### src/rtl/mips_pkg.sv
// Shared opcode constants, fetch-state encoding and default widths for the
// MIPS-style front end.
package mips_pkg;

    localparam int unsigned ADDR_W_DEF = 10;
    localparam int unsigned DATA_W_DEF = 32;

    localparam logic [5:0] OP_RTYPE = 6'h00;
    localparam logic [5:0] OP_J     = 6'h02;
    localparam logic [5:0] OP_JAL   = 6'h03;
    localparam logic [5:0] OP_BEQ   = 6'h04;
    localparam logic [5:0] OP_BNE   = 6'h05;
    localparam logic [5:0] OP_ADDI  = 6'h08;
    localparam logic [5:0] OP_LW    = 6'h23;
    localparam logic [5:0] OP_SW    = 6'h2B;
    localparam logic [5:0] HALT_OP  = 6'h3F;

    typedef enum logic [1:0] {
        FS_IDLE      = 2'd0,
        FS_FETCH     = 2'd1,
        FS_HALT_PEND = 2'd2,
        FS_HALT      = 2'd3
    } fetch_state_t;

    function automatic logic [5:0] opcode_of(input logic [31:0] instr);
        return instr[31:26];
    endfunction

endpackage

### src/rtl/inst_fetch.sv
// Instruction fetch: owns the PC, reads inst_mem combinationally and presents
// each instruction through a valid/ready IF/ID register; handles redirect and HLT.
module inst_fetch #(
    parameter int unsigned          ADDR_W   = mips_pkg::ADDR_W_DEF,
    parameter int unsigned          DATA_W   = mips_pkg::DATA_W_DEF,
    parameter logic [ADDR_W-1:0]    RESET_PC = '0,
    parameter logic [5:0]           HALT_OP  = mips_pkg::HALT_OP
) (
    input  logic              clk,
    input  logic              clr,
    input  logic              start,
    output logic [ADDR_W-1:0] addr_r,
    input  logic [DATA_W-1:0] mem_data,
    input  logic              redirect,
    input  logic [ADDR_W-1:0] redirect_addr,
    output logic [DATA_W-1:0] if_instr,
    output logic [ADDR_W-1:0] if_pc,
    output logic [ADDR_W-1:0] if_npc,
    output logic              if_valid,
    input  logic              if_ready,
    output logic              halted
);

    import mips_pkg::*;

    fetch_state_t      r_state;
    logic [ADDR_W-1:0] r_pc;
    logic [DATA_W-1:0] r_instr;
    logic [ADDR_W-1:0] r_ipc;
    logic [ADDR_W-1:0] r_npc;
    logic              r_valid;
    logic              r_halted;

    fetch_state_t      w_state_n;
    logic [ADDR_W-1:0] w_pc_n;
    logic [DATA_W-1:0] w_instr_n;
    logic [ADDR_W-1:0] w_ipc_n;
    logic [ADDR_W-1:0] w_npc_n;
    logic              w_valid_n;
    logic              w_halted_n;

    logic [ADDR_W-1:0] w_pc_inc;
    logic              w_slot_free;
    logic              w_accept;
    logic              w_is_halt;

    assign w_pc_inc    = r_pc + 1'b1;
    assign w_slot_free = !r_valid || if_ready;
    assign w_accept    = r_valid && if_ready;
    assign w_is_halt   = (mem_data[31:26] == HALT_OP);

    always_comb begin
        w_state_n  = r_state;
        w_pc_n     = r_pc;
        w_instr_n  = r_instr;
        w_ipc_n    = r_ipc;
        w_npc_n    = r_npc;
        w_valid_n  = r_valid;
        w_halted_n = r_halted;

        unique case (r_state)
            FS_IDLE: begin
                w_valid_n = 1'b0;
                if (redirect) w_pc_n = redirect_addr;
                if (start)    w_state_n = FS_FETCH;
            end

            FS_FETCH: begin
                if (redirect) begin
                    w_pc_n    = redirect_addr;
                    w_valid_n = 1'b0;
                end else if (w_slot_free) begin
                    w_instr_n = mem_data;
                    w_ipc_n   = r_pc;
                    w_npc_n   = w_pc_inc;
                    w_valid_n = 1'b1;
                    // PC parks on the HLT so a halted core reports its address.
                    if (w_is_halt) w_state_n = FS_HALT_PEND;
                    else           w_pc_n    = w_pc_inc;
                end
            end

            FS_HALT_PEND: begin
                if (redirect) begin
                    w_pc_n    = redirect_addr;
                    w_valid_n = 1'b0;
                    w_state_n = FS_FETCH;
                end else if (w_accept) begin
                    w_valid_n  = 1'b0;
                    w_halted_n = 1'b1;
                    w_state_n  = FS_HALT;
                end
            end

            FS_HALT: begin
                w_valid_n  = 1'b0;
                w_halted_n = 1'b1;
            end

            default: w_state_n = FS_IDLE;
        endcase
    end

    always_ff @(posedge clk) begin
        if (clr) begin
            r_state  <= FS_IDLE;
            r_pc     <= RESET_PC;
            r_instr  <= '0;
            r_ipc    <= '0;
            r_npc    <= '0;
            r_valid  <= 1'b0;
            r_halted <= 1'b0;
        end else begin
            r_state  <= w_state_n;
            r_pc     <= w_pc_n;
            r_instr  <= w_instr_n;
            r_ipc    <= w_ipc_n;
            r_npc    <= w_npc_n;
            r_valid  <= w_valid_n;
            r_halted <= w_halted_n;
        end
    end

    assign addr_r   = r_pc;
    assign if_instr = r_instr;
    assign if_pc    = r_ipc;
    assign if_npc   = r_npc;
    assign if_valid = r_valid;
    assign halted   = r_halted;

endmodule

### config.mk
export PLATFORM = sky130hd
export DESIGN_NAME = inst_fetch
export DESIGN_NICKNAME = d
export VERILOG_FILES = /design/src/rtl/mips_pkg.sv /design/src/rtl/inst_fetch.sv
export SDC_FILE = /design/constraint.sdc
export NUM_CORES = 1
export LEC_CHECK = 0
export CAP_MARGIN = 20
export CORE_UTILIZATION = 40
export DETAILED_ROUTE_END_ITERATION = 10
export PLACE_DENSITY_LB_ADDON = 0.05
export SYNTH_ARGS = -nofsm -noshare
export SYNTH_HDL_FRONTEND = slang
export SYNTH_SLANG_ARGS = --single-unit
### constraint.sdc
create_clock -name clk -period 5.75 [get_ports clk]
set_clock_uncertainty 0.1 [all_clocks]
set_input_delay 1.4375 -clock clk [delete_from_list [all_inputs] [get_ports clk]]
set_output_delay 1.4375 -clock clk [all_outputs]
set_load 0.1 [all_outputs]
After elaboration in Yosys (flattened, before gate mapping) --
Index checks and enable logic that the tools add are counted. W data, S select, Z words.
Storage, ports and cells: flip-flop bits (word level) 66, input bits 47, logic and storage cells 57
Cells by class: bitwise logic cells 1, muxes and demuxes 20, equality and inequality tests 14, add/subtract/negate cells 1, reduce and logical (&&, ||, !) cells 14
Operators by type and width (number):
- $mux W10 | 4
- $pmux W10 S2 | 1
- $mux W2 | 6
- $ne A2 B2 Y1 const B | 6
- $add A10 B1 Y10 const B | 1
- $ne A3 B3 Y1 const B | 3
- $eq A6 B6 Y1 const B | 1
- $mux W1 | 6
- $pmux W2 S3 | 1
- $reduce_and A3 Y1 | 2
- $reduce_and A6 Y1 | 1
- $eq A2 B2 Y1 const B | 2
- $reduce_and A4 Y1 | 1
- $reduce_bool A2 Y1 | 2
- $reduce_or A2 Y1 | 2
- $pmux W1 S3 | 1
- $reduce_bool A3 Y1 | 1
- $eq A2 B1 Y1 const B | 1
- $logic_not A2 Y1 | 1
- $ne A2 B1 Y1 const B | 1
- $pmux W1 S2 | 1
- $reduce_and A2 Y1 | 1
- $logic_and A1 B1 Y1 | 1
- $logic_not A1 Y1 | 1
- 2 further kinds | 2

Longest topological paths before layout --
Gate-level depths: netlist of run 1.
depth after elaboration 5, depth in mapped cells 9, depth with buffers taken out 7

Worst setup path before layout of run 1 --
No wires, ideal clock.
path kind input to register, start point in redirect, end point reg r_pc[3] (netlist: addr_r[3]), stages on the path 6, library setup time 0.067 ns, arrival 2.446 ns, data required time 5.583 ns, path slack 3.136 ns, cells stage by stage or3_1 buf_2 buf_6 o31ai_2 nand2_1 a21oi_2
Between the ends: cells in the longest elaborated chain, start to end 2, elaborated cells between the ends (all ways) 6
RTL lines:
- start, declared | line inst_fetch.sv:14 | input logic redirect,
- $ne A3 B3 Y1 (no source line) (tied with other cells)
- $reduce_and A4 Y1 (no source line) / $pmux W10 S2 (equally long branches)
- end signal, assigned | line inst_fetch.sv:115 | r_pc <= w_pc_n;
- end, declared | line inst_fetch.sv:27 | logic [ADDR_W-1:0] r_pc;
Parallel ways exist; a longest one is shown, timed or not. A chain may end at the register's enable or synchronous reset.

Worst setup path in the final report of run 1 --
start point reg r_pc[3] (netlist: addr_r[3]), end point out addr_r[3]
RTL lines:
- end, declared | line inst_fetch.sv:12 | output logic [ADDR_W-1:0] addr_r,
No word-level cell between the ends.

==> impl_results.md, run 1 <==
- Row Count: 30
- WL final: 7.05 mm
- DIE AREA: 0.00731 mm^2
- Syn-to-layout area delta: 46.0%
- Worst Setup Path Type: register to primary output
- Global-route wire length before repair: 11.5 mm
- WHS Endpoint: if_pc[1]$_SDFFE_PP0P_
- CTS H-tree lvls: 3
- Clock power frac: 19.1%
- Min-delay src: if_pc[1]$_SDFFE_PP0P_
- Critical Path RT: 4.21 ns
- Post-DRT Antenna Nets: 0
- Pwr Density: 436 mW/mm^2
- Port Buffer Count: 110
- Crit path DAT: 2.06 ns
- Sequential Power Share: 32.6%
- Sequential share of the synthesized area: 47.4%
- TritonCTS Buffers: 9
- DR vias/cell: 5.01
- Setup violations, final: 0
- Final Hold Viols: 0
- Flops & latches, synth: 66
- Initial antenna violation count: 0
- Synth warn: 0
- DRT iter0 DRCs: 107
- Clk root buf: clkbuf_8
- Number of synthesized flops with an enable pin: 0
- Dominant synthesized flop cell: dfxtp_1
- Worst reg2reg path startpoint: r_state[1]$_SDFFE_PP0P_
- Synth cell types: 37
- Skew-Pair Late Insertion Delay: 0.33 ns
- # Post-CTS Setup Buffers: 0
- Status: finished clean
- Avg WL per Cell: 13.1 um
- Switching share of power: 49.2%
- Die H: 85.5 um
- Total power: 0.00178 W
- Total Neg Setup Slack: 0 ns
- Critical Path Source Type: register
- Fmax: 278 MHz
- Synth top area share: 47.4%
- CP max stage delay: 1.20 ns
- Worst path cell trace: clkdlybuf4s50_1
- CTS tree: built
- Hpwl dp: 4.80 mm
- GRT Util Overall: 19.8%
- I/O Pins: 111
- Vias in the first global route: 2550
- CP Capture Type: primary output
- Async SR Flop Fraction: 0%
- Post-Syn Area: 0.00279 mm^2
- Die X: 85.5 um
- TritonRoute pass-1 iters: 6
- Syn Area/Cell: 7.83 um^2
- Vias: 2699
- Max-cap viol count: 0
- Internal Power: 0.000903 W
- Crit Reg-Reg Endpoint: if_npc[2]$_SDFFE_PP0P_
- Hold Path Class: register to register
- Reg2Reg Depth: 7
- CORE AREA: 0.00676 mm^2
- Max-slew headroom: 31.7%
- Clock Path Buffers: 2
- CTS sink cnt: 66
- Hold depth: 2
- Largest net degree at the start of global routing: 56
- Non-filler instance count after layout: 539
- Synth Instances: 356
- Synth area leaders: dfxtp_1 (47%), nand2_1 (13%), a21oi_1 (10%)
- Nets: 508
- Hold-fix buffers, CTS: 0
- Least-Margin Pin Slew: 1.02 ns
- Drt drc: 0
- Initial core utilization: 41.3%
- Fin Hold WS: 0.352 ns
- VDD IR max: 0.294 mV
- Final Worst Setup Slack: 2.15 ns
- Yosys top cell by area: dfxtp_1
- ANT cells: 0
- Tcrit/Tclk final: 62.6%
- Min Tclk post-route: 3.60 ns
- Gate power share: 48.3%
- WP buf/inv: 1
- Most frequent cells after synthesis: nand2_1 (100), dfxtp_1 (66), a21oi_1 (58), nor2_1 (25), clkbuf_1 (12)
- P_leak: 1.41 nW
- Worst Path Max Fanout: 9
- Syn_nets: 409
- RSZ-0062 raised after global routing: false
- Post-CTS sizing: 0
- Pre-CTS setup slack: 2.11 ns
- Ratio of cells with drive above 1 in the final layout: 6.10%
- Count leader, synth: nand2_1
- FF-to-FF setup slack: 3.38 ns
- CP max stage cell: clkdlybuf4s50_1
- Clock transition at path regs: 0.07 ns
- NetSw: 0.000874 W
- Final Max Tran Viols: 0
- Grt ovf: 0
- Top cell family by delay on the critical path: buffers and inverters
- Placed Cells: 524
- Routability cong.: 0.774
==> layout by cell type (no fill, tap or decap), types with 3 or more instances in the layout <==
master,instances
xnor2_1,5
dfxtp_1,66
nand2b_1,7
clkinv_2,3
a211oi_1,7
nor2_1,24
nand2_1,100
nor2b_1,3
ha_1,6
clkbuf_8,10
clkdlybuf4s50_1,109
inv_1,7
nand3_1,7
o21ai_0,7
a21oi_1,58
nor3_1,4
==> power by group through the flow <==
stage / Combinational (W) / Sequential (W) / Clock [W]
after floorplan: 0.000241 / 0.00101 / 0
after global placement: 0.000855 / 0.000588 / 0
after detailed placement: 0.000862 / 0.000589 / 0
after CTS: 0.000864 / 0.000579 / 0.000350
after global routing: 0.000909 / 0.000587 / 0.000373
final: 0.000859 / 0.000579 / 0.000339
==> how the worst max path moves through the flow <==
| stage | endpoint | from | depth (start not counted) | slack (ns) |
|---|---|---|---|---|
| floorplan | addr_r[3]$_SDFFE_PP0P_ | redirect | 6 | 3.14 |
| finish | addr_r[3] | addr_r[3]$_SDFFE_PP0P_ | 1 | 2.15 |
| global placement | if_npc[2]$_SDFFE_PP0P_ | redirect | 6 | 2.17 |
| global route | addr_r[3] | addr_r[3]$_SDFFE_PP0P_ | 1 | 2.11 |
| CTS | addr_r[3] | addr_r[3]$_SDFFE_PP0P_ | 1 | 2.14 |
| detailed placement | if_npc[2]$_SDFFE_PP0P_ | redirect | 6 | 2.11 |
==> stage by stage <==
step,cell area [um^2],util [%]
floorplan,2790,-
detailed placement,3900,57.8
global placement,3900,57.8
CTS,4070,60.3
global route,4070,60.3
finish,4070,60.3
==> state kept, by name, summed over array words and instances, names as in the netlist <==
register,count
if_valid,1
if_pc,10
r_state,2
halted,1
if_instr,32
if_npc,10
addr_r,10
==> cell families after synthesis <==
| group | after synthesis | synth area share (%) |
|---|---|---|
| XOR/XNOR | 7 | 2.20 |
| multiplexers | 1 | 0.404 |
| adder cells (fa/ha/maj) | 6 | 2.69 |
| AND/OR/NAND/NOR | 156 | 23.5 |
| flip-flops | 66 | 47.4 |
| buffers and inverters | 31 | 4.85 |
| AO/OA/AOI/OAI | 89 | 19.0 |
==> layer usage <==
metal | track usage (%) | vias up | share of wire [%]
met4 | 8.79 | 0 | 1.7
li1 | - | 1390 | -
met1 | 23.7 | 1225 | 45
met2 | 34.1 | 73 | 48
met3 | 4.14 | 11 | 5.1
met5 | 0 | - | 0
==> cell type report <==
| type | count | area (um^2) |
|---|---|---|
| clock inverter | 5 | 31.3 |
| timing repair buffer | 112 | 1110 |
| sequential | 66 | 1320 |
| clock buffer | 10 | 138 |
| inverter | 7 | 26.3 |
| tap | 80 | 100 |
| fill | 650 | 2680 |
| multi-input combinational | 259 | 1350 |
Note: power is estimated with default switching activity, not from simulation.
==> run 2: changes to the inputs <==
--- a/config.mk
+++ b/config.mk
@@ -6,7 +6,7 @@
 export NUM_CORES = 1
 export LEC_CHECK = 0
 export CAP_MARGIN = 20
-export CORE_UTILIZATION = 40
+export CORE_UTILIZATION = 39
 export DETAILED_ROUTE_END_ITERATION = 10
 export PLACE_DENSITY_LB_ADDON = 0.05
 export SYNTH_ARGS = -nofsm -noshare
==> constraint.sdc (replaced) <==
create_clock -name clk -period 3.3 [get_ports clk]
set_clock_uncertainty 0.1 [all_clocks]
set_input_delay 0.825 -clock clk [delete_from_list [all_inputs] [get_ports clk]]
set_output_delay 0.825 -clock clk [all_outputs]
set_load 0.1 [all_outputs]
==> impl_results.md, run 2 (synthesized netlist as in run 1, its figures left out) <==
- Largest net degree at the start of global routing: 35
- Tcrit/Tclk final: 76.2%
- P_leak: 1.56 nW
- Final Hold Viols: 0
- Metal-1 WL: 3.18 mm
- WP buf/inv: 1
- CP max stage delay: 0.72 ns
- Worst path cell trace: clkdlybuf4s50_1 -> or3_1 -> or3_1 -> a31oi_1
- Global-route wire length before repair: 11.4 mm
- Post-CTS sizing: 0
- Port Buffer Count: 110
- Fmax: 397 MHz
- Grt ovf: 0
- Clk root buf: clkbuf_8
- CP Capture Type: register
- Post-DRT Antenna Nets: 0
- Die H: 86.6 um
- FF-to-FF setup slack: 0.99 ns
- Sequential cell area: 0.00132 mm^2
- DRT iter0 DRCs: 96
- Ratio of cells with drive above 1 in the final layout: 20.4%
- Max-slew headroom: 50.9%
- Nets: 511
- Final Max Tran Viols: 0
- CORE AREA: 0.00687 mm^2
- Routability cong.: 0.768
- Hpwl dp: 5.04 mm
- CTS sink cnt: 66
- I/O Pins: 111
- Pwr Density: 780 mW/mm^2
- Critical Path RT: 3.46 ns
- TritonCTS Buffers: 9
- Min Tclk post-route: 2.52 ns
- VDD IR max: 0.299 mV
- Setup violations, final: 0
- Crit path DAT: 2.67 ns
- Max reg flops: 32
- DR vias/cell: 4.87
- Multi-input gate area: 0.00135 mm^2
- Initial core utilization: 40.6%
- Highest routed metal layer: met4
- Total power: 0.00310 W
- # Post-CTS Setup Buffers: 0
- TritonRoute pass-1 iters: 4
- Max-cap viol count: 0
- Worst Path Max Fanout: 23
- Initial antenna violation count: 0
- FILL cells: 648
- WL met2: 3.44 mm
- CTS H-tree lvls: 3
- Critical Path Source Type: input pin
- Vias: 2713
- CTS tree: built
- Avg WL per Cell: 12.8 um
- GRT Util Overall: 19.7%
- Least-Margin Pin Slew: 0.737 ns
- Crit path top cell by count: or3_1
- CP max stage cell: or3_1
- Clock Path Buffers: 2
- WL final: 7.14 mm
- Hold-fix buffers, CTS: 0
- Worst Setup Path Type: input pin to register
- RSZ-0062 raised after global routing: false
- ANT cells: 0
- Clock transition at path regs: 0.06 ns
- Skew-Pair Late Insertion Delay: 0.33 ns
- Hold Path Class: register to register
- Final Worst Setup Slack: 0.784 ns
- Vias in the first global route: 2384
- Top cell family by delay on the critical path: simple AND/OR/NAND/NOR gates
- Status: finished clean
- Row Count: 30
- Most frequent cells in the layout: nand2_1 (100), buf_4 (68), dfxtp_1 (66)
- Syn-to-layout area delta: 42.6%
- Pre-CTS setup slack: 0.443 ns
- Commonest non-fill, non-tap cell in the layout: nand2_1
- Die X: 86.6 um
- DIE AREA: 0.00749 mm^2
- Total Neg Setup Slack: 0 ns
- Drt drc: 0
- Met3 routed WL: 434 um
[run 2: cell types whose count changed in the layout (fill, tap and decap cells not counted), sizes merged]
cell | before | now
buf | 3 | 70
clkdlybuf4s50 | 109 | 45
clkinv | 4 | 1
clkbuf | 10 | 12
[run 2: worst reg2reg max path, delay by kind of cell, from the launching register on]
kind / cells / cell delay [ns]
buffers and inverters: 1 / 0.12
AOI/OAI and AO/OA: 1 / 0.15
and+or+nand+nor: 2 / 1.15
adders and majority gates: 1 / 0.27
DFF: 1 / 0.45
[run 2: per-stage QoR]
stage               hold slack (ns)  std cells  utilization, %  area [um^2]
floorplan                     0.442        356               -         2790
global placement              0.342        543            55.3         3800
detailed placement            0.348        543            55.3         3800
CTS                           0.358        557            57.9         3980
global route                  0.372        557            57.9         3980
finish                        0.355        557            57.9         3980
[run 2: cell type report]
class / count / area share, %
Multi-Input combinational cell: 259 / 33.8
Sequential cell: 66 / 33.2
Tap cell: 96 / 3.02
Clock inverter: 2 / 0.315
Clock buffer: 12 / 4.15
Inverter: 7 / 0.661
Timing Repair Buffer: 115 / 24.8
[run 2: power breakdown]
part | switching (W) | total, W | leakage, nW | internal (W)
sequential | 0.000100 | 0.00101 | 0.537 | 0.000911
clock | 0.000289 | 0.000614 | 0.0903 | 0.000325
combinational | 0.00112 | 0.00148 | 0.930 | 0.000355
[run 2: final timing paths]
path	from	end	cells past startpoint
worst max-delay path	redirect	addr_r[0]$_SDFFE_PP0P_	4
worst min-delay path	if_pc[2]$_SDFFE_PP0P_	if_pc[2]$_SDFFE_PP0P_	2
worst max register to register	r_state[0]$_SDFFE_PP0P_	addr_r[0]$_SDFFE_PP0P_	5
worst min register to register	if_pc[2]$_SDFFE_PP0P_	if_pc[2]$_SDFFE_PP0P_	2
[run 2: per-layer routing]
metal | global-route usage, % | vias up
li1 | - | 1398
met1 | 24.7 | 1232
met2 | 32.3 | 75
met3 | 4.86 | 8
met4 | 8.18 | 0
met5 | 0 | -
==> run 3: changes to the inputs <==
--- a/config.mk
+++ b/config.mk
@@ -6,7 +6,7 @@
 export NUM_CORES = 1
 export LEC_CHECK = 0
 export CAP_MARGIN = 20
-export CORE_UTILIZATION = 39
+export CORE_UTILIZATION = 40
 export DETAILED_ROUTE_END_ITERATION = 10
 export PLACE_DENSITY_LB_ADDON = 0.05
 export SYNTH_ARGS = -nofsm -noshare
==> constraint.sdc (replaced) <==
create_clock -name clk -period 2.4 [get_ports clk]
set_clock_uncertainty 0.1 [all_clocks]
set_input_delay 0.6 -clock clk [delete_from_list [all_inputs] [get_ports clk]]
set_output_delay 0.6 -clock clk [all_outputs]
set_load 0.1 [all_outputs]
==> impl_results.md, run 3 (synthesized netlist as in run 1, its figures left out) <==
- Port Buffer Count: 110
- Skew-Pair Late Insertion Delay: 0.32 ns
- Grt ovf: 0
- FF-to-FF setup slack: 0.38 ns
- Clock transition at path regs: 0.07 ns
- Worst Path Max Fanout: 11
- Crit Reg-Reg Endpoint: addr_r[7]$_SDFFE_PP0P_
- Hold Path Class: register to register
- CORE AREA: 0.00676 mm^2
- Non-filler instance count after layout: 545
- Min Tclk post-route: 2.03 ns
- Clock Path Buffers: 2
- Final Hold Viols: 0
- DR vias/cell: 4.95
- Post-DRT Antenna Nets: 0
- Hold-fix buffers, CTS: 0
- Nets: 514
- ANT cells: 0
- Tcrit/Tclk final: 84.4%
- Worst Setup Path Type: input pin to register
- Total power: 0.00432 W
- Commonest non-fill, non-tap cell in the layout: nand2_1
- Ratio of cells with drive above 1 in the final layout: 20.6%
- Clk root buf: clkbuf_8
- Initial core utilization: 41.3%
- P_leak: 1.59 nW
- Least-Margin Pin Slew: 0.738 ns
- Crit path to: addr_r[0]$_SDFFE_PP0P_
- Vias in the first global route: 2379
- Drt drc: 0
- RSZ-0062 raised after global routing: false
- Post-CTS sizing: 0
- Hpwl dp: 4.91 mm
- Largest net degree at the start of global routing: 47
- Routability cong.: 0.806
- Initial antenna violation count: 0
- CTS H-tree lvls: 3
- Critical Path Source Type: input pin
- Final Max Tran Viols: 0
- Setup violations, final: 0
- Die H: 85.5 um
- Max reg flops: 32
- CP Capture Type: register
- Max-cap viol count: 0
- Most frequent cells in the layout: nand2_1 (100), dfxtp_1 (66), buf_4 (65)
- Worst reg2reg path startpoint: r_state[0]$_SDFFE_PP0P_
- DIE AREA: 0.00731 mm^2
- TritonRoute pass-1 iters: 4
- Crit path launch: if_ready
- Die X: 85.5 um
- Crit path DAT: 2.17 ns
- VDD IR max: 0.536 mV
- TritonCTS Buffers: 9
- Avg WL per Cell: 13.0 um
- Pwr Density: 1070 mW/mm^2
- Syn-to-layout area delta: 45.1%
- GRT Util Overall: 19.4%
- # Post-CTS Setup Buffers: 0
- Fmax: 493 MHz
- Reg2Reg Depth: 7
- WL final: 7.09 mm
- DRT iter0 DRCs: 105
- Max-slew headroom: 50.8%
- Row Count: 30
- I/O Pins: 111
- Placed Cells: 530
- FILL cells: 658
- CTS sink cnt: 66
- Vias: 2700
- CTS tree: built
- Global-route wire length before repair: 11.2 mm
- Critical Path RT: 2.55 ns
- Status: finished clean
- Total Neg Setup Slack: 0 ns
[run 3: changes by cell type in the layout (fill, tap and decap cells not counted), sizes merged]
cell    previous run  this run
clkbuf            12        13
buf               70        73
[run 3: final cells by class]
cell class	instances	area (um^2)	share of cell area [%]
multi-input combinational	259	1350	33.2
sequential	66	1320	32.6
tap	80	100	2.47
clock buffer	13	159	3.93
clock inverter	2	12.5	0.309
inverter	7	26.3	0.649
timing repair buffer	118	1080	26.8
[run 3: power breakdown]
group / internal [W] / switching (W)
logic: 0.000553 / 0.00155
registers: 0.00125 / 0.000143
clock network: 0.000425 / 0.000393
total: 0.00223 / 0.00209
[run 3: how the worst min path moves through the flow]
stage                              startpoint  cells after the start  slack, ns                        end
global route        if_instr[13]$_SDFFE_PP0P_                      2       0.38  if_instr[13]$_SDFFE_PP0P_
floorplan             r_state[0]$_SDFFE_PP0P_                      2       0.44    r_state[0]$_SDFFE_PP0P_
CTS                     if_pc[9]$_SDFFE_PP0P_                      2       0.36      if_pc[9]$_SDFFE_PP0P_
finish                  if_pc[7]$_SDFFE_PP0P_                      2       0.35      if_pc[7]$_SDFFE_PP0P_
global placement    if_instr[27]$_SDFFE_PP0P_                      2       0.34  if_instr[27]$_SDFFE_PP0P_
detailed placement      if_pc[9]$_SDFFE_PP0P_                      2       0.35      if_pc[9]$_SDFFE_PP0P_
[run 3: critical path: stages]
cell             delay, ns
clkdlybuf4s50_1       0.49
nand2b_1              0.14
o21ai_1               0.10
a31o_2                0.34
or3_1                 0.32
a31oi_1               0.17
[run 3: metrics by stage]
step	area, um^2	setup WS, ns	utilization (%)	hold slack (ns)
after floorplan	2790	0.185	-	0.442
after global placement	3880	0.0658	57.4	0.342
after detailed placement	3880	0.0446	57.4	0.347
after CTS	4050	0.378	59.9	0.357
after global routing	4050	0.184	59.9	0.375
final	4050	0.373	59.9	0.353
[run 3: metal layers]
metal,track usage (%),up-vias,wire [um]
met5,0,-,0
met4,7.27,0,65
met3,4.23,5,371
met2,32.9,67,3460
met1,24.0,1225,3190
li1,-,1403,-
